### config.mk
export PLATFORM = sky130hd
export DESIGN_NAME = clk_lock_sequencer
export DESIGN_NICKNAME = d
export VERILOG_FILES = /design/src/rtl/clk_lock_sequencer.sv
export SDC_FILE = /design/constraint.sdc
export NUM_CORES = 1
export LEC_CHECK = 0
export CAP_MARGIN = 20
export CORE_UTILIZATION = 59
export CTS_CLUSTER_SIZE = 20
export DETAILED_ROUTE_END_ITERATION = 10
export GPL_ROUTABILITY_DRIVEN = 0
export PLACE_DENSITY_LB_ADDON = 0.15
export REMOVE_ABC_BUFFERS = 1
export SETUP_SLACK_MARGIN = 0.1
export SLEW_MARGIN = 10
export SYNTH_ARGS = -nofsm -noshare
export SYNTH_HDL_FRONTEND = slang
export SYNTH_SLANG_ARGS = --single-unit
### constraint.sdc
create_clock -name sys_clk_i -period 2.25 [get_ports sys_clk_i]
set_input_delay 0.3375 -clock sys_clk_i [delete_from_list [all_inputs] [get_ports sys_clk_i]]
set_output_delay 0.3375 -clock sys_clk_i [all_outputs]
set_load 0.05 [all_outputs]
### src/rtl/clk_lock_sequencer.sv
// DCM/PLL lock sequencer: reset pulse, filtered lock wait with timeout/retry, staged domain reset release.
// Lock loss reaches dom_rst_o in 3 cycles; no backpressure; `CLK_SEQ_LOSS_RECOVERY_EN` retries on lock loss instead of faulting.

module clk_lock_filter #(
  parameter int LOCK_FILTER = 8
) (
  input  logic sys_clk_i,
  input  logic sys_rst_i,
  input  logic locked_i,
  output logic lock_filt
);

  logic [1:0]  sync_q;
  logic [15:0] cnt_q;
  logic        filt_q;

  always_ff @(posedge sys_clk_i) begin
    if (sys_rst_i) begin
      sync_q <= 2'b00;
      cnt_q  <= 16'd0;
      filt_q <= 1'b0;
    end else begin
      sync_q <= {sync_q[0], locked_i};
      if (!sync_q[1]) begin
        cnt_q  <= 16'd0;
        filt_q <= 1'b0;
      end else if (!filt_q) begin
        if (cnt_q == 16'(LOCK_FILTER - 1)) filt_q <= 1'b1;
        else                               cnt_q  <= cnt_q + 16'd1;
      end
    end
  end

  // Rising edge is filtered; falling edge bypasses the filter register.
  assign lock_filt = sync_q[1] & filt_q;

endmodule

module clk_lock_sequencer #(
  parameter int N_DOMAINS      = 3,
  parameter int DCM_RST_CYCLES = 4,
  parameter int LOCK_FILTER    = 8,
  parameter int LOCK_TIMEOUT   = 65535,
  parameter int STAGE_DELAY    = 16,
  parameter int MAX_RETRY      = 15
) (
  input  logic                 sys_clk_i,
  input  logic                 sys_rst_i,
  input  logic                 dcm_locked_i,
  input  logic                 pll_locked_i,
  output logic                 dcm_rst_o,
  output logic                 pll_rst_o,
  output logic [N_DOMAINS-1:0] dom_rst_o,
  output logic                 ready_o,
  output logic                 fault_o,
  output logic [7:0]           retry_cnt_o
);

  typedef enum logic [2:0] {
    S_DCM_RST,
    S_WAIT_DCM,
    S_WAIT_PLL,
    S_RELEASE,
    S_RUN,
    S_FAULT
  } state_t;

  localparam logic [15:0] RST_LAST    = 16'(DCM_RST_CYCLES - 1);
  localparam logic [15:0] TMO_LAST    = 16'(LOCK_TIMEOUT - 1);
  localparam logic [15:0] REL_LAST    = 16'(N_DOMAINS * STAGE_DELAY);
  localparam logic [8:0]  RETRY_LIMIT = (MAX_RETRY > 255) ? 9'd256 : 9'(MAX_RETRY);

  state_t      state_q;
  logic [15:0] timer_q;
  logic        dcm_lock;
  logic        pll_lock;
  logic        tmo;
  logic        do_retry;
  logic        do_fault;
  logic        budget_out;
  logic        go_fault;
  logic        go_restart;

  clk_lock_filter #(.LOCK_FILTER(LOCK_FILTER)) u_dcm_filt (
    .sys_clk_i (sys_clk_i),
    .sys_rst_i (sys_rst_i),
    .locked_i  (dcm_locked_i),
    .lock_filt (dcm_lock)
  );

  clk_lock_filter #(.LOCK_FILTER(LOCK_FILTER)) u_pll_filt (
    .sys_clk_i (sys_clk_i),
    .sys_rst_i (sys_rst_i),
    .locked_i  (pll_locked_i),
    .lock_filt (pll_lock)
  );

  assign tmo = (timer_q == TMO_LAST);

  // An accepted lock masks a coincident timeout.
  always_comb begin
    do_retry = 1'b0;
    do_fault = 1'b0;
    unique case (state_q)
      S_WAIT_DCM: do_retry = !dcm_lock && tmo;
      S_WAIT_PLL: do_retry = !dcm_lock || (!pll_lock && tmo);
      S_RELEASE, S_RUN: begin
`ifdef CLK_SEQ_LOSS_RECOVERY_EN
        do_retry = !(dcm_lock && pll_lock);
`else
        do_fault = !(dcm_lock && pll_lock);
`endif
      end
      default: ;
    endcase
  end

  assign budget_out = ({1'b0, retry_cnt_o} >= RETRY_LIMIT);
  assign go_fault   = do_fault || (do_retry && budget_out);
  assign go_restart = do_retry && !budget_out;

  always_ff @(posedge sys_clk_i) begin
    if (sys_rst_i) begin
      state_q     <= S_DCM_RST;
      timer_q     <= 16'd0;
      dcm_rst_o   <= 1'b1;
      pll_rst_o   <= 1'b1;
      dom_rst_o   <= '1;
      ready_o     <= 1'b0;
      fault_o     <= 1'b0;
      retry_cnt_o <= 8'd0;
    end else if (go_fault) begin
      state_q   <= S_FAULT;
      timer_q   <= 16'd0;
      dcm_rst_o <= 1'b1;
      pll_rst_o <= 1'b1;
      dom_rst_o <= '1;
      ready_o   <= 1'b0;
      fault_o   <= 1'b1;
    end else if (go_restart) begin
      state_q   <= S_DCM_RST;
      timer_q   <= 16'd0;
      dcm_rst_o <= 1'b1;
      pll_rst_o <= 1'b1;
      dom_rst_o <= '1;
      ready_o   <= 1'b0;
      if (retry_cnt_o != 8'hFF) retry_cnt_o <= retry_cnt_o + 8'd1;
    end else begin
      unique case (state_q)
        S_DCM_RST: begin
          if (timer_q == RST_LAST) begin
            state_q   <= S_WAIT_DCM;
            timer_q   <= 16'd0;
            dcm_rst_o <= 1'b0;
          end else begin
            timer_q <= timer_q + 16'd1;
          end
        end
        S_WAIT_DCM: begin
          if (dcm_lock) begin
            state_q   <= S_WAIT_PLL;
            timer_q   <= 16'd0;
            pll_rst_o <= 1'b0;
          end else begin
            timer_q <= timer_q + 16'd1;
          end
        end
        S_WAIT_PLL: begin
          if (pll_lock) begin
            state_q <= S_RELEASE;
            timer_q <= 16'd0;
          end else begin
            timer_q <= timer_q + 16'd1;
          end
        end
        S_RELEASE: begin
          // Domain i leaves reset on the (i+1)*STAGE_DELAY-th edge after entry.
          for (int i = 0; i < N_DOMAINS; i++) begin
            if (timer_q == 16'((i + 1) * STAGE_DELAY - 1)) dom_rst_o[i] <= 1'b0;
          end
          if (timer_q == REL_LAST) begin
            state_q <= S_RUN;
            timer_q <= 16'd0;
            ready_o <= 1'b1;
          end else begin
            timer_q <= timer_q + 16'd1;
          end
        end
        S_RUN:   ;
        S_FAULT: ;
        default: begin
          state_q   <= S_FAULT;
          timer_q   <= 16'd0;
          dcm_rst_o <= 1'b1;
          pll_rst_o <= 1'b1;
          dom_rst_o <= '1;
          ready_o   <= 1'b0;
          fault_o   <= 1'b1;
        end
      endcase
    end
  end

endmodule

-- Yosys cells after proc, flatten, opt, wreduce, memory -nomap -nowiden
Cells that the tools add are included.
Widths: inputs -> output; s select.
- flip-flop bits (word level): 72
- input port bits: 4
- $add $sub $neg: 4
- $lt $le $gt $ge: 1
- equal/unequal tests: 28
- mux-type cells: 31
- bitwise operators: 13
- reductions and logical operators: 33
- operator list (cell ; count):
    $pmux 16 s5 ; 1
    $mux 16 ; 4
    $add 16x1->16 const B ; 3
    $eq 16x3->1 const B ; 2
    $eq 16x6->1 const B ; 2
    $mux 3 ; 6
    $reduce_and 2->1 ; 9
    $eq 16x16->1 const B ; 1
    $eq 16x2->1 const B ; 1
    $eq 16x4->1 const B ; 1
    $eq 16x5->1 const B ; 1
    $ne 2x2->1 const B ; 8
    $ne 4x4->1 const B ; 4
    $pmux 3 s5 ; 1
    $reduce_or 5->1 ; 3
    $mux 1 ; 14
    $not 1->1 ; 11
    $reduce_and 5->1 ; 2
    $add 8x1->8 const B ; 1
    $ge 8x4->1 const B ; 1
    $ne 8x8->1 const B ; 1
    $pmux 1 s2 ; 4
    $reduce_or 2->1 ; 4
    $eq 3x2->1 const B ; 2
    other kinds (13) ; 23

-- Longest topological paths before layout
- depth after elaboration: 9
- mapped depth: 9
- depth with buffers taken out: 8

-- By module
Synthesis repeated with hierarchy kept, for this count alone.
- cells, all modules: 441
- area total of the unflattened synthesis: 3921.3 um^2
- by module, submodules not included (module ; instances ; cells each ; area each (um^2)):
    clk_lock_sequencer ; 1 ; 231 ; 1974.4
    clk_lock_filter ; 2 ; 105 ; 973.4

-- Least setup slack after synthesis
Ideal clock, no wire load.
- path type: reg2reg
- from: reg retry_cnt_o[4]
- to: reg retry_cnt_o[3]
- arrival time: 1.888 ns
- required time: 2.179 ns
- path slack: 0.292 ns
- cell stages (with the launch flop): 6
- period minus slack after synthesis: 1.958 ns
- cell sequence: dfxtp_1 > or4_1 > a31oi_1 > nand3_2 > or3_1 > a21oi_1
- cells in the longest elaborated chain, start to end: 5
- elaborated cells on any way between the ends: 8
- those cells by class: order compare (1); eq/ne (1); bitwise (1); reduce/logical (5)
- ends and longest elaborated chain (what ; RTL line ; RTL):
    start: declaration ; 56 ; output logic [7:0] retry_cnt_o
    start signal: assignment ; 147 ; if (retry_cnt_o != 8'hFF) retry_cnt_o <= retry_cnt_o + 8'd1;
    $ge 8x4->1 ; 118 ; assign budget_out = ({1'b0, retry_cnt_o} >= RETRY_LIMIT);
    $logic_and 1x1->1 ; 119 ; assign go_fault = do_fault || (do_retry && budget_out);
    $logic_or 1x1->1 ; 119 ;
    $not 1->1 (no source line) ; -- ;
    $reduce_and 3->1 (no source line) * ; -- ;
Every way passes the cells marked *; elsewhere a longest branch is shown, timed or not.
A chain may end at the register's enable or synchronous reset.

-- Worst setup path after layout
- from: reg timer_q[1]
- to: reg timer_q[10]
- cells in the longest elaborated chain, start to end: 7
- elaborated cells on any way between the ends: 17
- those cells by class: add/sub (1); eq/ne (3); mux (6); reduce/logical (7)
- ends and longest elaborated chain (what ; RTL line ; RTL):
    start: declaration ; 74 ; logic [15:0] timer_q;
    start signal: assignment ; 156 ; timer_q <= timer_q + 16'd1;
    start signal: assignment ; 165 ; timer_q <= timer_q + 16'd1;
    start signal: assignment ; 173 ; timer_q <= timer_q + 16'd1;
    parallel branches: the longest is 7 deep, another holds $add 16x1->16 ; -- ;
Parallel ways; which one is timed is not known.

==> summary.md <==
| Metric | Value |
|---|---|
| Status | `completed` |
| DR iter-0 viols | `203` |
| Register bit count reported by yosys | `72` |
| CP Launch Type | `flop` |
| R2r endpoint | `timer_q[10]$_SDFFE_PP0N_` |
| Worst Path Buf+Inv | `1` |
| # DRC | `0` |
| CP max-delay cell | `dfxtp_2` |
| Post-Syn Instances | `395` |
| Post-layout util | `72.6%` |
| Max Clock Skew | `0.00830 ns` |
| Max-slew violations | `0` |
| Placed standard-cell area | `3720 µm²` |
| Final ANT Viol Nets | `0` |
| WL/cell | `14.5 µm` |
| Worst EP arrival | `2.32 ns` |
| Setup slack, reg-to-reg | `0.17 ns` |
| FP Rows | `27` |
| Peak VDD IR | `0.489 mV` |
| RSZ-0062 raised after global routing | `true` |
| Synth-to-Final Area Change | `18.4%` |
| Hold Fails Final Rpt | `0` |
| Multi-input gate area | `1850 µm²` |
| EDFF count, synth | `0` |
| First-pass GRT wire length | `12,400 µm` |
| CTS tree | `done` |
| Vias in the first global route | `2,800` |
| R2R depth | `8` |
| Final worst slack | `0.170 ns` |
| Die area | `6030 µm²` |
| Fraction of layout cells with a size suffix above 1 | `12.3%` |
| Total global routing overflow | `0` |
| CP max stage delay | `0.38 ns` |
| Slew Limit Headroom | `55.4%` |
| FMAX | `481 MHz` |
| Final wirelength | `7390 µm` |
| I/O Buffers | `18` |
| Worst skew pair latency | `0.35 ns` |
| WHS Endpoint | `u_dcm_filt.sync_q[1]$_SDFF_PP0_` |
| Worst hold start | `u_dcm_filt.sync_q[0]$_SDFF_PP0_` |
| Post-Syn Area per Cell | `8.55 µm²` |
| Register area | `1450 µm²` |
| Kind of critical path | `flop to flop` |
| Nets | `445` |
| First-pass detailed-route iteration total | `4` |
| Max-Cap Viols | `0` |
| Pwr dens | `786 nW/µm²` |
| CTS root buffer | `clkbuf_8` |
| Vias after detailed routing | `2,957` |
| Yosys synthesis warning count | `0` |
| Via/cell ratio | `5.79` |
| Least-Margin Pin Slew | `0.666 ns` |
| Hold-fix buffers, CTS | `0` |
| Fin Setup TNS | `0 ns` |
| Worst EP required | `2.49 ns` |
| Initial Util | `61.3%` |
| Clk buf depth | `2` |
| # setup viols final | `0` |
| Ys flop type | `dfxtp_1` |
| Clk sinks | `72` |
| Post-synthesis sequential area ratio | `42.7%` |
| Period utilisation layout | `92.5%` |
| DPL Wire Length | `5090 µm` |
| CP Capture Type | `flop` |
| Total CTS buffers | `9` |
| Crit-path cells | `ha_1 -> nor3b_1 -> nand4_1 -> a2bb2oi_2 -> a211oi_2 -> buf_6 -> and3_1 -> a221o_1` |
| Yosys cell types | `53` |
| Crit path max-delay family | `compound AO/OA/AOI/OAI gates` |
| Hold path depth | `1` |
| Mapped Area | `3380 µm²` |
| Post-layout min period | `2.08 ns` |
| Number of placed I/O pins | `19` |
| Core area | `5510 µm²` |
| H-tree depth | `3` |
| Largest net degree at the start of global routing | `18` |
| Worst r2r src | `timer_q[1]$_SDFFE_PP0N_` |
| Critical path fanouts, max | `8` |
| Pleak | `1.50 nW` |
| # fillers | `435` |
| Clock transition time at the flip-flop clock pins of the worst setup and hold paths | `0.07 ns` |
| Post-synth ARST share | `0%` |
| GR Util All Layers | `26.2%` |
| Die Span Y | `77.6 µm` |
| Type of the worst min-delay path | `flop to flop` |
| Design Area, Final | `4000 µm²` |
| Origin of the worst setup path | `timer_q[1]$_SDFFE_PP0N_` |
| Antenna Cells | `0` |
| Die width | `77.6 µm` |
| Post-place setup slack | `0.0989 ns` |
| Initial antenna violation count | `0` |
-- Yosys cell counts (all sizes together), types with 3 or more instances --
| cell type | n | area [µm²] |
|---|---|---|
| nand4 | 19 | 119 |
| inv | 8 | 30.0 |
| nor4 | 7 | 43.8 |
| ha | 6 | 75.1 |
| a21o | 4 | 30.0 |
| nor3 | 7 | 35.0 |
| o21a | 3 | 22.5 |
| a31oi | 3 | 18.8 |
| dfxtp | 72 | 1440 |
| xnor2 | 8 | 70.1 |
| or3 | 6 | 37.5 |
| mux2i | 5 | 50.1 |
| nor2 | 56 | 210 |
| xor2 | 20 | 175 |
| nand2 | 32 | 120 |
| nand3 | 19 | 100 |
| a21oi | 21 | 105 |
| o21ai | 12 | 60.1 |
| and3 | 9 | 56.3 |
| and4 | 3 | 26.3 |
| a22oi | 4 | 30.0 |
| a22o | 4 | 35.0 |
| a211oi | 4 | 47.5 |
| nor2b | 13 | 81.3 |
| buf | 9 | 46.3 |
| nand2b | 6 | 37.5 |
| clkbuf | 8 | 30.0 |
-- layer usage --
metal | track usage (%) | share of wire, % | wire (µm) | vias to the layer above
met5 | 0 | 0 | 0 | -
met4 | 12.1 | 2.1 | 158 | 0
met3 | 5.76 | 3.3 | 241 | 18
met2 | 44.2 | 48 | 3550 | 54
met1 | 31.5 | 46 | 3430 | 1401
li1 | - | - | - | 1484
-- cells by family (layout without fill, tap and decap cells) --
kind of cell,count (synthesis),count (layout),synth area share [%]
xor+xnor,28,28,7.26
flops,72,72,42.7
fa+ha+maj,6,6,2.22
buf+inv,25,69,3.15
compound gates,66,66,13.3
mux,5,5,1.48
simple gates,193,193,29.9
-- how the worst max path moves through the flow --
stage / endpoint / slack (ns) / cells past startpoint
after global placement: timer_q[10]$_SDFFE_PP0N_ / 0.19 / 8
final: timer_q[10]$_SDFFE_PP0N_ / 0.17 / 8
after global routing: u_pll_filt.cnt_q[14]$_SDFFE_PP0P_ / 0.08 / 6
after CTS: timer_q[10]$_SDFFE_PP0N_ / 0.12 / 8
after detailed placement: timer_q[10]$_SDFFE_PP0N_ / 0.1 / 8
after floorplan: u_pll_filt.cnt_q[10]$_SDFFE_PP0P_ / 0.04 / 6
-- flip-flops by register name, indices dropped and copies added, names as in the netlist, 2 cells and up --
register / flops
timer_q: 16
u_dcm_filt.cnt_q: 16
u_pll_filt.cnt_q: 16
retry_cnt_o: 8
dom_rst_o: 3
state_q: 3
u_dcm_filt.sync_q: 2
u_pll_filt.sync_q: 2
-- per-stage QoR --
stage          total power, mW  cells  hold slack, ns
2_1_floorplan             1.86    378           0.407
3_3_place_gp              2.04    488           0.424
3_5_place_dp              2.06    488           0.427
4_1_cts                   3.09    505           0.444
5_1_grt                   3.29    511           0.462
6_report                  3.14    511           0.440
-- layout by cell type (no fill, tap or decap), drive strengths merged, types with 3 or more instances in the layout --
cell           netlist  final
nor2b               13     13
nand4               19     19
nor2                56     56
a22o                 4      4
inv                  8      8
ha                   6      6
clkdlybuf4s50        0     18
dfxtp               72     72
o21a                 3      3
a31oi                3      3
a21oi               21     21
and3                 9      9
or3                  6      6
a21o                 4      4
nor3                 7      7
mux2i                5      5
xor2                20     20
o21ai               12     12
and4                 3      3
nor4                 7      7
a211oi               4      4
nand2b               6      6
a22oi                4      4
xnor2                8      8
nand3               19     19
buf                  9     28
nand2               32     32
clkbuf               8     12
-- cell type report --
class                   count  share of cell area [%]
clock buffers              12                    3.63
clock inverters             3                    1.06
inverters                   8                   0.751
multi-input cells         298                    46.3
flip-flops and latches     72                    36.2
well taps                  72                    2.25
repair buffers             46                    9.80
-- power breakdown --
group          switching, mW  internal, mW  total (mW)
Sequential            0.0639          1.33        1.39
Clock                  0.455         0.535       0.990
Combinational          0.418         0.341       0.759
-- what timing repair did --
item,4_1_cts,5_1_grt
cloned,0,1
resized for setup,0,8
pin swaps,2,4
setup buffers,2,5
setup endpoints to repair,1,23
(Power assumes the default switching activity.)
